File: config.mk
export PLATFORM = sky130hd
export DESIGN_NAME = sha256_iter_core
export DESIGN_NICKNAME = d
export VERILOG_FILES = /design/src/rtl/sha256_iter_core.sv
export SDC_FILE = /design/constraint.sdc
export NUM_CORES = 2
export LEC_CHECK = 0
export ABC_AREA = 0
export BUFFER_PORTS_ARGS = -buffer_cell sky130_fd_sc_hd__buf_2
export CORE_ASPECT_RATIO = 1.2
export CORE_MARGIN = 1.5
export CORE_UTILIZATION = 36
export CTS_BUF_LIST = sky130_fd_sc_hd__clkbuf_8
export DETAILED_ROUTE_END_ITERATION = 6
export SYNTH_ARGS = -nofsm -noshare
export SYNTH_HDL_FRONTEND = slang
export SYNTH_SLANG_ARGS = --single-unit
File: constraint.sdc
create_clock -name clk -period 30.9 [get_ports clk]
set_input_delay 1.545 -clock clk [delete_from_list [all_inputs] [get_ports clk]]
set_output_delay 1.545 -clock clk [all_outputs]
set_load 0.01 [all_outputs]
File: src/rtl/sha256_iter_core.sv
// Iterative SHA-256 compression core.
// Performs RPC rounds per clock over a rolling 16-word message schedule window,
// then folds the working variables into the chaining value in a final cycle.
module sha256_iter_core #(
    parameter int RPC      = 1,
    parameter int OUT_HOLD = 1
) (
    input  logic              clk,
    input  logic              reset,
    input  logic              in_valid,
    output logic              in_ready,
    input  logic              in_first,
    input  logic [0:15][31:0] W,
    output logic              out_valid,
    input  logic              out_ready,
    output logic [0:7][31:0]  H_out,
    output logic              busy
);

    if (RPC != 1 && RPC != 2 && RPC != 4 && RPC != 8 && RPC != 16) begin : g_bad_rpc
        $fatal(1, "sha256_iter_core: RPC must be 1, 2, 4, 8 or 16");
    end

    typedef enum logic [1:0] {S_IDLE, S_RUN, S_FINAL, S_DONE} state_t;

    localparam logic [0:7][31:0] H0 = {
        32'h6a09e667, 32'hbb67ae85, 32'h3c6ef372, 32'ha54ff53a,
        32'h510e527f, 32'h9b05688c, 32'h1f83d9ab, 32'h5be0cd19
    };

    localparam logic [31:0] K [0:63] = '{
        32'h428a2f98, 32'h71374491, 32'hb5c0fbcf, 32'he9b5dba5, 32'h3956c25b, 32'h59f111f1, 32'h923f82a4, 32'hab1c5ed5,
        32'hd807aa98, 32'h12835b01, 32'h243185be, 32'h550c7dc3, 32'h72be5d74, 32'h80deb1fe, 32'h9bdc06a7, 32'hc19bf174,
        32'he49b69c1, 32'hefbe4786, 32'h0fc19dc6, 32'h240ca1cc, 32'h2de92c6f, 32'h4a7484aa, 32'h5cb0a9dc, 32'h76f988da,
        32'h983e5152, 32'ha831c66d, 32'hb00327c8, 32'hbf597fc7, 32'hc6e00bf3, 32'hd5a79147, 32'h06ca6351, 32'h14292967,
        32'h27b70a85, 32'h2e1b2138, 32'h4d2c6dfc, 32'h53380d13, 32'h650a7354, 32'h766a0abb, 32'h81c2c92e, 32'h92722c85,
        32'ha2bfe8a1, 32'ha81a664b, 32'hc24b8b70, 32'hc76c51a3, 32'hd192e819, 32'hd6990624, 32'hf40e3585, 32'h106aa070,
        32'h19a4c116, 32'h1e376c08, 32'h2748774c, 32'h34b0bcb5, 32'h391c0cb3, 32'h4ed8aa4a, 32'h5b9cca4f, 32'h682e6ff3,
        32'h748f82ee, 32'h78a5636f, 32'h84c87814, 32'h8cc70208, 32'h90befffa, 32'ha4506ceb, 32'hbef9a3f7, 32'hc67178f2
    };

    localparam logic [5:0] STEP = 6'(RPC);
    localparam logic [5:0] LAST = 6'(64 - RPC);   // counter value of the final RUN cycle

    function automatic logic [31:0] rotr(input logic [31:0] x, input int unsigned n);
        return (x >> n) | (x << (32 - n));
    endfunction

    function automatic logic [31:0] bsig0(input logic [31:0] x);
        return rotr(x, 2) ^ rotr(x, 13) ^ rotr(x, 22);
    endfunction

    function automatic logic [31:0] bsig1(input logic [31:0] x);
        return rotr(x, 6) ^ rotr(x, 11) ^ rotr(x, 25);
    endfunction

    function automatic logic [31:0] ssig0(input logic [31:0] x);
        return rotr(x, 7) ^ rotr(x, 18) ^ (x >> 3);
    endfunction

    function automatic logic [31:0] ssig1(input logic [31:0] x);
        return rotr(x, 17) ^ rotr(x, 19) ^ (x >> 10);
    endfunction

    // One compression round; s[0..7] = a..h.
    function automatic logic [0:7][31:0] round_f(input logic [0:7][31:0] s,
                                                 input logic [31:0] w, input logic [31:0] k);
        logic [31:0] t1;
        logic [31:0] t2;
        logic [0:7][31:0] r;
        t1 = s[7] + bsig1(s[4]) + ((s[4] & s[5]) ^ (~s[4] & s[6])) + k + w;
        t2 = bsig0(s[0]) + ((s[0] & s[1]) ^ (s[0] & s[2]) ^ (s[1] & s[2]));
        r[0] = t1 + t2;
        r[1] = s[0];
        r[2] = s[1];
        r[3] = s[2];
        r[4] = s[3] + t1;
        r[5] = s[4];
        r[6] = s[5];
        r[7] = s[6];
        return r;
    endfunction

    state_t            state;
    logic [5:0]        round_cnt;
    logic              first_r;      // block chains from H0 rather than the stored digest
    logic [0:7][31:0]  digest;
    logic [0:15][31:0] win;
    logic [0:15][31:0] win_nxt;
    logic [0:7][31:0]  work;
    logic [0:7][31:0]  work_nxt;
    logic [31:0]       ext [0:15+RPC];
    logic              accept;

    assign accept = in_valid && in_ready;
    assign H_out  = digest;

    // Extend the window by RPC schedule words and run RPC rounds in order.
    always_comb begin
        // NOTE: every element is assigned on every pass before it is read, so no latch can form.
        for (int i = 0; i < 16; i++) ext[i] = win[i];
        for (int j = 0; j < RPC; j++)
            ext[16+j] = ssig1(ext[14+j]) + ext[9+j] + ssig0(ext[1+j]) + ext[j];
        work_nxt = work;
        for (int j = 0; j < RPC; j++)
            work_nxt = round_f(work_nxt, ext[j], K[round_cnt + 6'(j)]);
        for (int i = 0; i < 16; i++) win_nxt[i] = ext[RPC+i];
    end

    // Control FSM with registered handshake outputs and the stored digest.
    always_ff @(posedge clk or posedge reset) begin
        // NOTE: state registers use non-blocking assignment so every branch sees pre-edge values.
        if (reset) begin
            state     <= S_IDLE;
            in_ready  <= 1'b1;
            out_valid <= 1'b0;
            busy      <= 1'b0;
            round_cnt <= '0;
            first_r   <= 1'b1;
            digest    <= H0;
        end else begin
            case (state)
                S_IDLE: begin
                    out_valid <= 1'b0;
                    if (accept) begin
                        state     <= S_RUN;
                        in_ready  <= 1'b0;
                        busy      <= 1'b1;
                        round_cnt <= '0;
                        first_r   <= in_first;
                    end
                end
                S_RUN: begin
                    round_cnt <= round_cnt + STEP;
                    if (round_cnt == LAST) state <= S_FINAL;
                end
                S_FINAL: begin
                    for (int i = 0; i < 8; i++)
                        digest[i] <= (first_r ? H0[i] : digest[i]) + work[i];
                    out_valid <= 1'b1;
                    busy      <= 1'b0;
                    if (OUT_HOLD != 0) begin
                        state <= S_DONE;
                    end else begin
                        state    <= S_IDLE;
                        in_ready <= 1'b1;
                    end
                end
                S_DONE: begin
                    if (out_ready) begin
                        state     <= S_IDLE;
                        out_valid <= 1'b0;
                        in_ready  <= 1'b1;
                    end
                end
                default: state <= S_IDLE;
            endcase
        end
    end

    // Schedule window and working variables: loaded on accept, advanced in RUN.
    always_ff @(posedge clk) begin
        // NOTE: datapath registers are left unreset; they are always loaded on accept before being read.
        if (accept) begin
            win  <= W;
            work <= in_first ? H0 : digest;
        end else if (state == S_RUN) begin
            win  <= win_nxt;
            work <= work_nxt;
        end
    end

endmodule

==> reports/results.ini <==
[run_status]
status=completed

[worst_setup_path]
crit_slowest_cell=ha_1
critical-path-max-stage-delay_ns=0.77
critPathKind=reg2reg
critPathRequiredTime_ns=31.72
startpoint=round_cnt[0]
cp_max_fo=31
r2r_start=round_cnt[0]
cp-end-kind=flip-flop
crit_arrival_ns=10.92
critPathLaunchType=flip-flop

[cts]
ctsHtreeMaxLevel=4
clk_path_buf_depth=3
post_cts_buffers=0
path_clk_slew_ns=0.06
insertion_delay_ns=1.02
cts_tree=built
cts_buffers=182
hold_buffers=0
cts_resized=0
ctsRootBufferMaster=clkbuf_8
cts.sinks=1036

[detailed_routing]
viasPerCell=5.43
routed_wl_mm=301
vias=61600
firstDrtPassIters=6
wire_per_inst_um=26.6
drc=0
antenna_left=0
drt_iter0_drc=5872

[logic_synthesis]
async_flop_share_pct=25.9
ys_types=101
ys_seq_area_share_pct=41.1
synth_compound_area_share_pct=13.2
netlist_area_um2=72800
synth_mux_area_share_pct=3.63
synth_edf_count=768
yosys.area_share.simple_pct=18.8
yosys_most_used_dff=edfxtp_1
synth_top_family_by_area=simple AND/OR/NAND/NOR gates
syn-num-nets=9016
syn_area_per_cell_um2=9.22
synth_fa_ha_area_share_pct=12.2
synth_seq_cells=1036
synth-xor-area-share_pct=6.72
synthCells=7905
yosys_warnings=0

[global_routing]
grt_max_degree=206
grt_usage_pct=28.4
grt_pass1_wl_mm=420
antenna_found_initial=39
overflow=0
grt_pass1_vias=59100

[place]
routabilityCongestion=0.965
io_buffers=775
dp.final_hpwl_mm=232
place_area_um2=79000

[floorplanning]
core_area_um2=201000
fp.dieH_um=496
die_x_um=414
io_pins=776
start_util_pct=36.3
dieArea_um2=205000
placementRows=180

[sta]
hold_viol=0
setup_viol=0
finalCriticalPeriod_ns=10.10
timing.fmax_ghz=0.0990
period_share_pct=32.7
slew_headroom_pct=14.7
worstMarginPinSlew_ns=1.28
rsz0062_at_grt=no
setup_tns_ns=0
slew_violations=0
skew_ns=0.0749

[min_path]
hp-class=reg2reg
min_from=ext[295]

[cells_and_area]
post-route-cell-area_um2=82700
fillers=20100
final_util_pct=41.2
regArea_um2=30000
multi_input_area_um2=39800
area_growth_pct=13.6
drive_above_1_share_pct=18.5
nets=9622

[pwr]
vdd_drop_max_mv=0.0462
total_power_mw=2.85
p_per_area_nw_per_um2=34.5
p_leak_nw=39.7

[run]
drv_cap=0

-- area by class of cell --
| cell class | instances | share of cell area [%] |
|---|---|---|
| sequential | 1036 | 36.2 |
| inverter | 438 | 2.00 |
| timing repair buffer | 826 | 5.29 |
| antenna | 26 | 0.0786 |
| clock buffer | 191 | 3.18 |
| multi-input combinational | 6027 | 48.1 |
| tap | 2639 | 3.99 |
| clock inverter | 149 | 1.20 |
-- layer usage --
metal	up-vias	routed length, µm	share of wire (%)	track usage (%)
met4	22	16200	5.4	14.0
li1	28400	-	-	-
met2	2411	139000	46	45.3
met3	537	23700	7.9	6.45
met1	30300	122000	41	36.2
met5	-	126	0.042	0
-- logic make-up (layout without fill, tap and decap cells) --
| logic type | Yosys count | count (layout) |
|---|---|---|
| xor gates and xnor gates | 556 | 556 |
| buffers and inverters | 842 | 1604 |
| muxes | 231 | 231 |
| other | 0 | 26 |
| DFF | 1036 | 1036 |
| AOI/OAI and AO/OA | 1534 | 1534 |
| adders and majority gates | 596 | 596 |
| and+or+nand+nor | 3110 | 3110 |
-- power by group --
group          total [mW]  switching, mW  internal (mW)  leakage [nW]
sequential           1.48              0           1.48          11.3
clock                1.31          0.659          0.653          2.08
combinational      0.0594         0.0330         0.0264          26.3
-- cell usage in the layout, fill, tap and decap left out, types with 36 or more instances in the layout --
cell type	instances
or2_2	145
inv_1	491
ha_1	398
a21o_1	197
buf_4	42
a21oi_1	376
o211ai_1	36
o21a_1	51
xnor2_1	349
nor3_1	93
clkinv_1	42
buf_2	774
nand2_1	2063
nand3b_1	124
a31oi_1	55
o31ai_1	44
nand2b_1	50
nand3_1	84
a211oi_1	41
xor2_1	205
clkbuf_8	191
mux2_2	204
edfxtp_1	768
dfrtp_1	127
dfstp_2	137
nor2b_1	147
o21ai_0	473
nor2_1	261
fa_1	195
o21bai_1	39
-- registers in the layout (all words and copies together), names as in the netlist --
signal,count
ext,512
H_out,256
work,256
round_cnt,6
state,2
busy,1
first_r,1
in_ready,1
out_valid,1
-- metrics by stage --
step                      hold WS (ns)  instances  setup WS (ns)
final                            0.482      11300          20.80
after global routing             0.505      11300          20.32
after CTS                        0.474      11300          20.91
after detailed placement         0.491      11000          20.97
after global placement           0.490      11000          21.07
after floorplan                  0.491       7905          10.25
-- critical path, delay by kind of cell (launching register included) --
kind,cells,cell delay [ns]
compound gates,16,2.86
xor+xnor,2,0.64
fa+ha+maj,8,3.54
buf+inv,6,1.05
flops,1,0.33
simple gates,5,1.45
-- path summary, 6_finish.rpt --
path | to | slack [ns] | cells past startpoint
max in group asynchronous | round_cnt[5] | 28.71 | 3
min reg2reg | ext[327] | 0.48 | 2
min in group asynchronous | H_out[153] | 0.65 | 2
max | work[255] | 20.80 | 37
min | ext[327] | 0.48 | 2
max reg2reg | work[255] | 20.80 | 37
-- cells in the mapped netlist (55+ instances only) --
master,number,area (µm²)
a21o_1,197,1480
a21oi_1,376,1880
a31oi_1,55,344
clkbuf_1,373,1400
dfrtp_1,130,3250
dfstp_2,138,3630
edfxtp_1,768,23100
fa_1,195,3900
ha_1,399,4990
inv_1,432,1620
mux2_2,204,2300
nand2_1,2064,7750
nand3_1,84,420
nand3b_1,124,931
nor2_1,261,980
nor2b_1,147,920
nor3_1,93,465
o21ai_0,473,2370
or2_2,145,907
xnor2_1,349,3060
xor2_1,205,1800
(Power assumes the default switching activity.)
